==> src/rtl/traffic_light_monitor.sv <==
// traffic_light_monitor: watches NS/EW lamp buses for illegal codes,
// conflicting greens, out-of-order phases and bad dwell times.
module traffic_light_monitor #(
  parameter int GREEN_CYC  = 300_000_000,
  parameter int YELLOW_CYC = 100_000_000,
  parameter int ALLRED_CYC = 100_000_000,
  parameter int TOL_CYC    = 1000,
  parameter int TMR_W      = 29
) (
  input  logic        clk_50MHz,
  input  logic        reset,
  input  logic [2:0]  ns_light,
  input  logic [2:0]  ew_light,
  input  logic        clr_err,
  output logic [2:0]  phase,
  output logic        phase_valid,
  output logic        err_conflict,
  output logic        err_code,
  output logic        err_seq,
  output logic        err_timing,
  output logic        err_any,
  output logic [15:0] cycle_count
);

  typedef enum logic {SYNC, LOCK} state_t;

  localparam logic [5:0] RR = 6'b100_100;
  localparam logic [TMR_W-1:0] T_G = TMR_W'(GREEN_CYC);
  localparam logic [TMR_W-1:0] T_Y = TMR_W'(YELLOW_CYC);
  localparam logic [TMR_W-1:0] T_R = TMR_W'(ALLRED_CYC);
  localparam logic [TMR_W-1:0] T_T = TMR_W'(TOL_CYC);

  state_t            state, state_nx;
  logic [2:0]        ns_s, ew_s, ns_p, ew_p;
  logic [5:0]        cur;
  logic [TMR_W-1:0]  tmr, exp_d, lo, hi;
  logic [2:0]        succ, phase_nx;
  logic [15:0]       cnt_nx;
  logic              chg, rr_prev, bad_conf, bad_code;
  logic              set_seq, set_tim;

  function automatic logic [5:0] pat(input logic [2:0] p);
    case (p)
      3'd0:    pat = 6'b001_100;
      3'd1:    pat = 6'b010_100;
      3'd3:    pat = 6'b100_001;
      3'd4:    pat = 6'b100_010;
      default: pat = RR;
    endcase
  endfunction

  function automatic logic oh(input logic [2:0] x);
    oh = (x == 3'b001) || (x == 3'b010) || (x == 3'b100);
  endfunction

  always_comb begin
    cur      = {ns_s, ew_s};
    chg      = cur != {ns_p, ew_p};
    rr_prev  = {ns_p, ew_p} == RR;
    bad_conf = (ns_s != 3'b100) && (ew_s != 3'b100);
    bad_code = !oh(ns_s) || !oh(ew_s);
    succ     = (phase == 3'd5) ? 3'd0 : phase + 3'd1;
    unique case (1'b1)
      (phase == 3'd0) || (phase == 3'd3): exp_d = T_G;
      (phase == 3'd1) || (phase == 3'd4): exp_d = T_Y;
      default:                            exp_d = T_R;
    endcase
    lo       = exp_d - T_T;
    hi       = exp_d + T_T;
    state_nx = state;
    phase_nx = phase;
    cnt_nx   = cycle_count;
    set_seq  = 1'b0;
    set_tim  = 1'b0;
    if (bad_conf || bad_code) begin
      state_nx = SYNC;
    end else if (state == SYNC) begin
      if (chg && rr_prev && cur == pat(3'd0)) begin
        state_nx = LOCK;
        phase_nx = 3'd0;
      end else if (chg && rr_prev && cur == pat(3'd3)) begin
        state_nx = LOCK;
        phase_nx = 3'd3;
      end
    end else if (chg) begin
      set_tim = (tmr < lo) || (tmr > hi);
      if (cur == pat(succ)) begin
        phase_nx = succ;
        if (phase == 3'd5) cnt_nx = cycle_count + 16'd1;
      end else begin
        set_seq  = 1'b1;
        state_nx = SYNC;
      end
    end else begin
      // overlong dwell fires once, on the first count past the window
      set_tim = tmr == hi + 1'b1;
    end
  end

  always_ff @(posedge clk_50MHz or posedge reset) begin
    if (reset) begin
      ns_s         <= 3'b100;
      ew_s         <= 3'b100;
      ns_p         <= 3'b100;
      ew_p         <= 3'b100;
      tmr          <= '0;
      state        <= SYNC;
      phase        <= 3'd0;
      cycle_count  <= 16'd0;
      err_conflict <= 1'b0;
      err_code     <= 1'b0;
      err_seq      <= 1'b0;
      err_timing   <= 1'b0;
    end else begin
      ns_s         <= ns_light;
      ew_s         <= ew_light;
      ns_p         <= ns_s;
      ew_p         <= ew_s;
      tmr          <= chg ? TMR_W'(1) : (&tmr ? tmr : tmr + 1'b1);
      state        <= state_nx;
      phase        <= phase_nx;
      cycle_count  <= cnt_nx;
      err_conflict <= (err_conflict & ~clr_err) | bad_conf;
      err_code     <= (err_code & ~clr_err) | bad_code;
      err_seq      <= (err_seq & ~clr_err) | set_seq;
      err_timing   <= (err_timing & ~clr_err) | set_tim;
    end
  end

  assign phase_valid = state == LOCK;
  assign err_any     = err_conflict | err_code | err_seq | err_timing;

endmodule

==> config.mk <==
export PLATFORM = sky130hd
export DESIGN_NAME = traffic_light_monitor
export DESIGN_NICKNAME = d
export VERILOG_FILES = /design/src/rtl/traffic_light_monitor.sv
export SDC_FILE = /design/constraint.sdc
export NUM_CORES = 1
export LEC_CHECK = 0
export BUFFER_PORTS_ARGS = -buffer_cell sky130_fd_sc_hd__buf_2
export CAP_MARGIN = 25
export CORE_ASPECT_RATIO = 0.9
export CORE_MARGIN = 3
export CORE_UTILIZATION = 55
export CTS_BUF_LIST = sky130_fd_sc_hd__clkbuf_4
export CTS_CLUSTER_DIAMETER = 30
export CTS_CLUSTER_SIZE = 10
export DETAILED_ROUTE_END_ITERATION = 6
export PLACE_DENSITY = 0.79
export SLEW_MARGIN = 40
export SYNTH_ARGS = -nofsm -noshare
export SYNTH_HDL_FRONTEND = slang
export SYNTH_SLANG_ARGS = --single-unit
==> constraint.sdc <==
create_clock -name clk_50MHz -period 3.27 [get_ports clk_50MHz]
set_clock_uncertainty 0.1 [all_clocks]
set_input_delay 0.327 -clock clk_50MHz [delete_from_list [all_inputs] [get_ports clk_50MHz]]
set_output_delay 0.327 -clock clk_50MHz [all_outputs]
set_load 0.02 [all_outputs]
# Yosys cells after proc, flatten, opt, wreduce, memory -nomap -nowiden
# Cells that the tools add are included.
# word_totals
elab_cells,101
regBits,65
out_inout_bits,25
inputBits,9
# classes
n_eq_ne,22
bitwise_logic,13
order_cmp,2
muxes,26
addsub,6
reduce_logical,20
# ops
operator,n
29-bit 2-to-1 mux,3
"29-bit by 1-bit adder with 29-bit output, second input constant",2
"29-bit by 10-bit adder with 29-bit output, second input constant",1
29-bit equality test,1
29-bit greater-than comparator,1
29-bit less-than comparator,1
29-bit AND reduction,1
"29-bit by 10-bit subtractor with 29-bit output, second input constant",1
6-bit one-hot mux with 4 select lines,1
3-bit 2-to-1 mux,6
6-bit 2-to-1 mux,3
"16-bit by 1-bit adder with 16-bit output, second input constant",1
1-bit 2-to-1 mux,13
"3-bit by 2-bit equality test with 1-bit output, second input constant",4
"3-bit equality test, second input constant",4
"6-bit equality test, second input constant",2
"3-bit by 1-bit equality test with 1-bit output, second input constant",3
1-bit logical OR,8
1-bit OR,7
"6-bit by 4-bit equality test with 1-bit output, second input constant",1
6-bit equality test,1
3-bit logical NOT,2
"3-bit != test, second input constant",2
6-bit != test,1
10 further kinds,19

# Logic depth before layout (Yosys ltp)
# logic_depth
ltp_word,13
mapped_depth,13
ltp_nobuf,12

# Worst setup path before layout
# No wires, ideal clock.
# synth_path
kind,flip-flop to flip-flop
from,register phase[1]
to,register err_timing
path_stages_with_launch,12
setup_slack_ps,149
arrival_time_ps,2897
n_path_buf,1
setup_ps,124
period_less_slack_ps,3121
required_time_ps,3046
cell_sequence,dfrtp_1 buf_4 and2_1 ha_1 nor2_1 inv_1 ha_1 a211o_1 maj3_1 a211oi_1 a32oi_1 o31a_1
# synth_via
elab_chain_cells,10
word_cells_on_any_way,15
classes_between,add/sub (3); order compare (2); eq/ne (2); mux (4); bitwise (1); reduce/logical (3)
# synth_lines
element,line_no,text
from (decl),15,"output logic [2:0] phase,"
from (signal assigned),121,phase <= phase_nx;
3-bit by 2-bit equality test with 1-bit output / 3-bit logical NOT (equally long branches),64,(phase == 3'd0) || (phase == 3'd3): exp_d = T_G;
1-bit logical OR *,64,
29-bit 2-to-1 mux *,63,unique case (1'b1)
29-bit by 10-bit adder with 29-bit output / 29-bit by 10-bit subtractor with 29-bit output (equally long branches),"69, 68",
"29-bit by 1-bit adder with 29-bit output, or another cell as far along",96,set_tim = tmr == hi + 1'b1;
29-bit equality test / 1-bit logical OR (equally long branches),"96, 86",
1-bit 2-to-1 mux *,85,end else if (chg) begin
1-bit 2-to-1 mux *,77,end else if (state == SYNC) begin
1-bit 2-to-1 mux *,75,if (bad_conf || bad_code) begin
1-bit OR *,126,err_timing <= (err_timing & ~clr_err) | set_tim;
to (signal assigned),126,
to (decl),20,"output logic err_timing,"
# Every way passes the cells marked *; elsewhere a longest branch is shown, timed or not.
# A chain may end at the register's enable or synchronous reset.

# Worst setup path after layout
# Ends and elaborated chain as after synthesis.

==> results.md <==
Run status:
- The run finished with clean final reports.

Power:
- The maximum ir drop on the vdd rail is 0.170 mV.
- The power density over the cells is 329 nW/um^2.
- The static leakage is 1.74 nW.

Setup path:
- The worst-path maximum fanout is 4.
- The signal on the critical path passes through and2_1 -> ha_1 -> nor2_1 -> inv_1 -> ha_1 -> a211o_1 -> maj3_1 -> a211oi_1 -> a32oi_1 -> o31a_1.
- In this run the critical register-to-register path is captured at err_timing.
- The worst register-to-register path begins at phase[1].
- The first element of the critical path is phase[1].
- The most repeated library cell on the critical path is ha_1.
- The slowest library cell on the worst path is dfrtp_1.
- Following the worst setup path forward leads to its endpoint at err_timing.
- The reg2reg setup slack is 390 ps.
- The kind of cell adding the most delay to the critical path is compound AO/OA/AOI/OAI gates.
- The delay of the slowest cell on the worst path is 400 ps.
- Data on the critical path arrives at its endpoint at 3080 ps.
- STA classifies the critical path endpoint as a register.
- The number of cells on the worst reg-to-reg path is 10.
- The classification of the worst setup path is register to register.
- Counting buffers and inverters, the worst setup path is 10 cells deep.
- The startpoint type of the worst setup path is a register.
- STA puts the critical path data required time at 3480 ps.
- The buffers plus inverters on the worst setup path is 1.

Clock tree:
- The number of clock buffers added by TritonCTS is 9.
- The tree is rooted in a clkbuf_4.
- The buffer levels on the longest clock path is 2.
- Counting every sink on the clock net gives 65.
- The TritonCTS clock tree is done.
- After clock tree synthesis, the clock-pin slew on the worst setup and hold paths is 110 ps.
- The buffers inserted during post-CTS setup optimization is 0.
- The H-tree was split into 3 levels.
- The later pin in the worst-skew pair is clocked with a latency of 420 ps.

Timing:
- The tightest slew margin relative to the limit is 57.3%.
- Setup repair after global routing left no endpoint under its margin.
- The final max-slew violation count is 0.
- After layout, the worst setup slack is 395 ps.
- The setup total negative slack is 0 ps.
- The number of endpoints failing setup at the final stage is 0.
- The number of failing hold endpoints at the final stage came to 0.
- The ratio of final minimum period to clock period is 87.9%.
- The upper clock frequency limit is 348 MHz.
- The measured slew at the worst slew-check pin is 640 ps.
- Subtracting the final worst setup slack from the clock period gives 2880 ps.

Global routing:
- Entering global routing, the biggest net connects 36 pins.
- The first global-routing pass estimated 14000 um of wire.
- The number of global-route vias before repair is 2909.
- The global-route congestion overflow total is 0.
- Across every metal layer, demand over resource in global routing totals 22.4%.
- The number of antenna violations at the first check in global routing came to 0.

Route:
- The number of violations reported at the end of detailed-routing iteration 0 is 220.
- The detailed-route wire length per cell is 15.5 um.
- The number of remaining DRC errors is 0.
- The post-detailed-route count of antenna-violating nets is 0.
- The first detailed-routing pass took 5 iterations.
- After detailed routing, the total wire length is 8060 um.
- The overall via count from detail_route is 3118.
- Using the TritonRoute via totals, the vias-per-cell ratio works out to 5.98.

Placed design:
- The total of buffers placed on input and output ports is 33.
- The HPWL reported at the end of detailed placement is 5820 um.
- The final weighted congestion in routability-driven placement is 0.927.
- The total cell area at the placement stage is 3950 um^2.
- The cell count after placement is 498.
- The pre-CTS setup slack is 427 ps.

Layout:
- Once layout is complete, the cells apart from fillers number 521.
- Cells with a size suffix above 1 make up 17.1% of the layout.
- Once layout is complete, the utilization of the core stands at 65.5%.
- The sequential standard cell area is 1630 um^2.
- In the final design database the tool counted 447 nets.
- The final cell area excluding filler cells is 4140 um^2.
- Summing all multi-input logic gate instances after layout gives 1940 um^2.
- The filler cells instantiated in the layout total 516.
- The repair_antennas step left the layout with diodes totalling 0.
- The area added between synthesis and finish is 11.6%.

Die:
- The core region is 6320 um^2.
- The number of standard-cell rows in the floorplan is 27.
- The die is 83.9 um tall.
- The effective utilization at floorplan is 58.7%.
- The count of pins on the block boundary is 34.
- The area enclosed by the die boundary is 7770 um^2.
- In this run the horizontal extent of the chip is 92.6 um.

Synth:
- The number of nets in the synthesized netlist is 404.
- Yosys mapped a number of flops with a built-in enable equal to 0.
- The most instantiated flip-flop cell in the synthesis netlist is dfrtp_1.
- The number of distinct library cell variants in the gate-level netlist after synthesis is 63.
- Synthesis handed over a netlist of 386 instances.
- The portion of the post-synthesis area used by sequential elements is 44.0%.
- After synthesis, the share of flip-flops with an asynchronous set or reset is 100%.
- The total standard cell area after synthesis is 3710 um^2.
- The Yosys warning count is 0.
- A synthesized cell averages 9.61 um^2.
- The number of storage elements in the synthesis netlist is 65.

Hold path:
- The type of the tightest min-delay check is input pin to register.

Job:
- The number of maximum-capacitance violations is 0.
-- layout make-up --
cell class	count	area share, %
clock inverters	7	1.15
repair buffers	47	6.95
well taps	87	2.63
flip-flops and latches	65	39.4
multi-input cells	292	46.9
clock buffers	9	1.63
inverters	14	1.30
-- metal layers --
metal	vias up	share of wire, %	GRT usage, %
met4	0	1.9	8.37
met1	1521	47	31.9
met3	16	6.0	5.77
met5	-	0	0
met2	103	45	32.7
li1	1478	-	-
-- sequential cells by signal, indices dropped and copies added (netlist names), 3 cells and up --
register,flops
ns_s,3
ew_s,3
cycle_count,16
phase,3
ns_p,3
ew_p,3
tmr,29
-- cell usage after synthesis, drive strengths merged, types with 5 or more instances --
cell | instances | area share (%)
a21oi | 13 | 1.8
xor2 | 21 | 5.0
or3 | 7 | 1.2
nand2 | 32 | 3.2
nor3 | 12 | 1.9
buf | 11 | 1.7
nand3 | 18 | 2.8
nand4 | 19 | 3.4
nor4 | 7 | 2.0
ha | 9 | 3.0
dfrtp | 61 | 41
inv | 14 | 1.4
and3 | 10 | 1.7
o21ai | 17 | 2.3
nor4b | 5 | 1.6
nor2 | 42 | 4.2
xnor2 | 22 | 5.2
-- worst min-delay path by stage --
| stage | to | depth (start not counted) | start |
|---|---|---|---|
| 2_1_floorplan | ew_s[2] | 0 | ew_light[2] |
| 3_3_place_gp | ns_s[2] | 1 | ns_light[2] |
| 3_5_place_dp | ns_s[2] | 1 | ns_light[2] |
| 4_1_cts | err_seq | 2 | clr_err |
| 5_1_grt | err_seq | 2 | clr_err |
| 6_report | err_seq | 2 | clr_err |
-- report_power, final --
part,switching [mW],internal [mW],total [mW],leakage [nW]
sequential,0.0165,0.815,0.832,0.862
combinational,0.0412,0.0279,0.0691,0.818
clock,0.309,0.154,0.462,0.0617
-- metrics by stage --
stage                     hold slack (ps)  power, mW
after detailed placement              333      0.910
after floorplan                       231      0.890
final                                37.5       1.36
after global placement                332      0.908
after global routing                 9.85       1.43
after CTS                            25.9       1.38
-- placed cells by master, fill, tap and decap left out, types with 9 or more instances in the layout --
cell / Yosys / layout
ha_1: 9 / 9
a21oi_1: 13 / 13
nand4_1: 18 / 18
o21ai_0: 15 / 15
clkbuf_4: 1 / 9
and3_1: 10 / 10
buf_2: 5 / 33
nor2_1: 42 / 42
nand3_1: 17 / 17
nor3_1: 10 / 10
nand2_1: 32 / 32
dfrtp_1: 61 / 61
inv_1: 14 / 13
xor2_1: 21 / 21
xnor2_1: 22 / 22
-- timing repair --
action                                 CTS  global route
hold buffers                             7             0
endpoints found under the hold margin   39             0
gates resized for setup                  0             0
-- kinds of logic after synthesis --
group / synth area share [%]
AO/OA/AOI/OAI: 10.4
AND/OR/NAND/NOR: 27.5
adder cells (fa/ha/maj): 3.84
buffers and inverters: 3.64
flip-flops: 44.0
XOR/XNOR: 10.2
multiplexers: 0.573
Note: power is estimated with default switching activity, not from simulation.
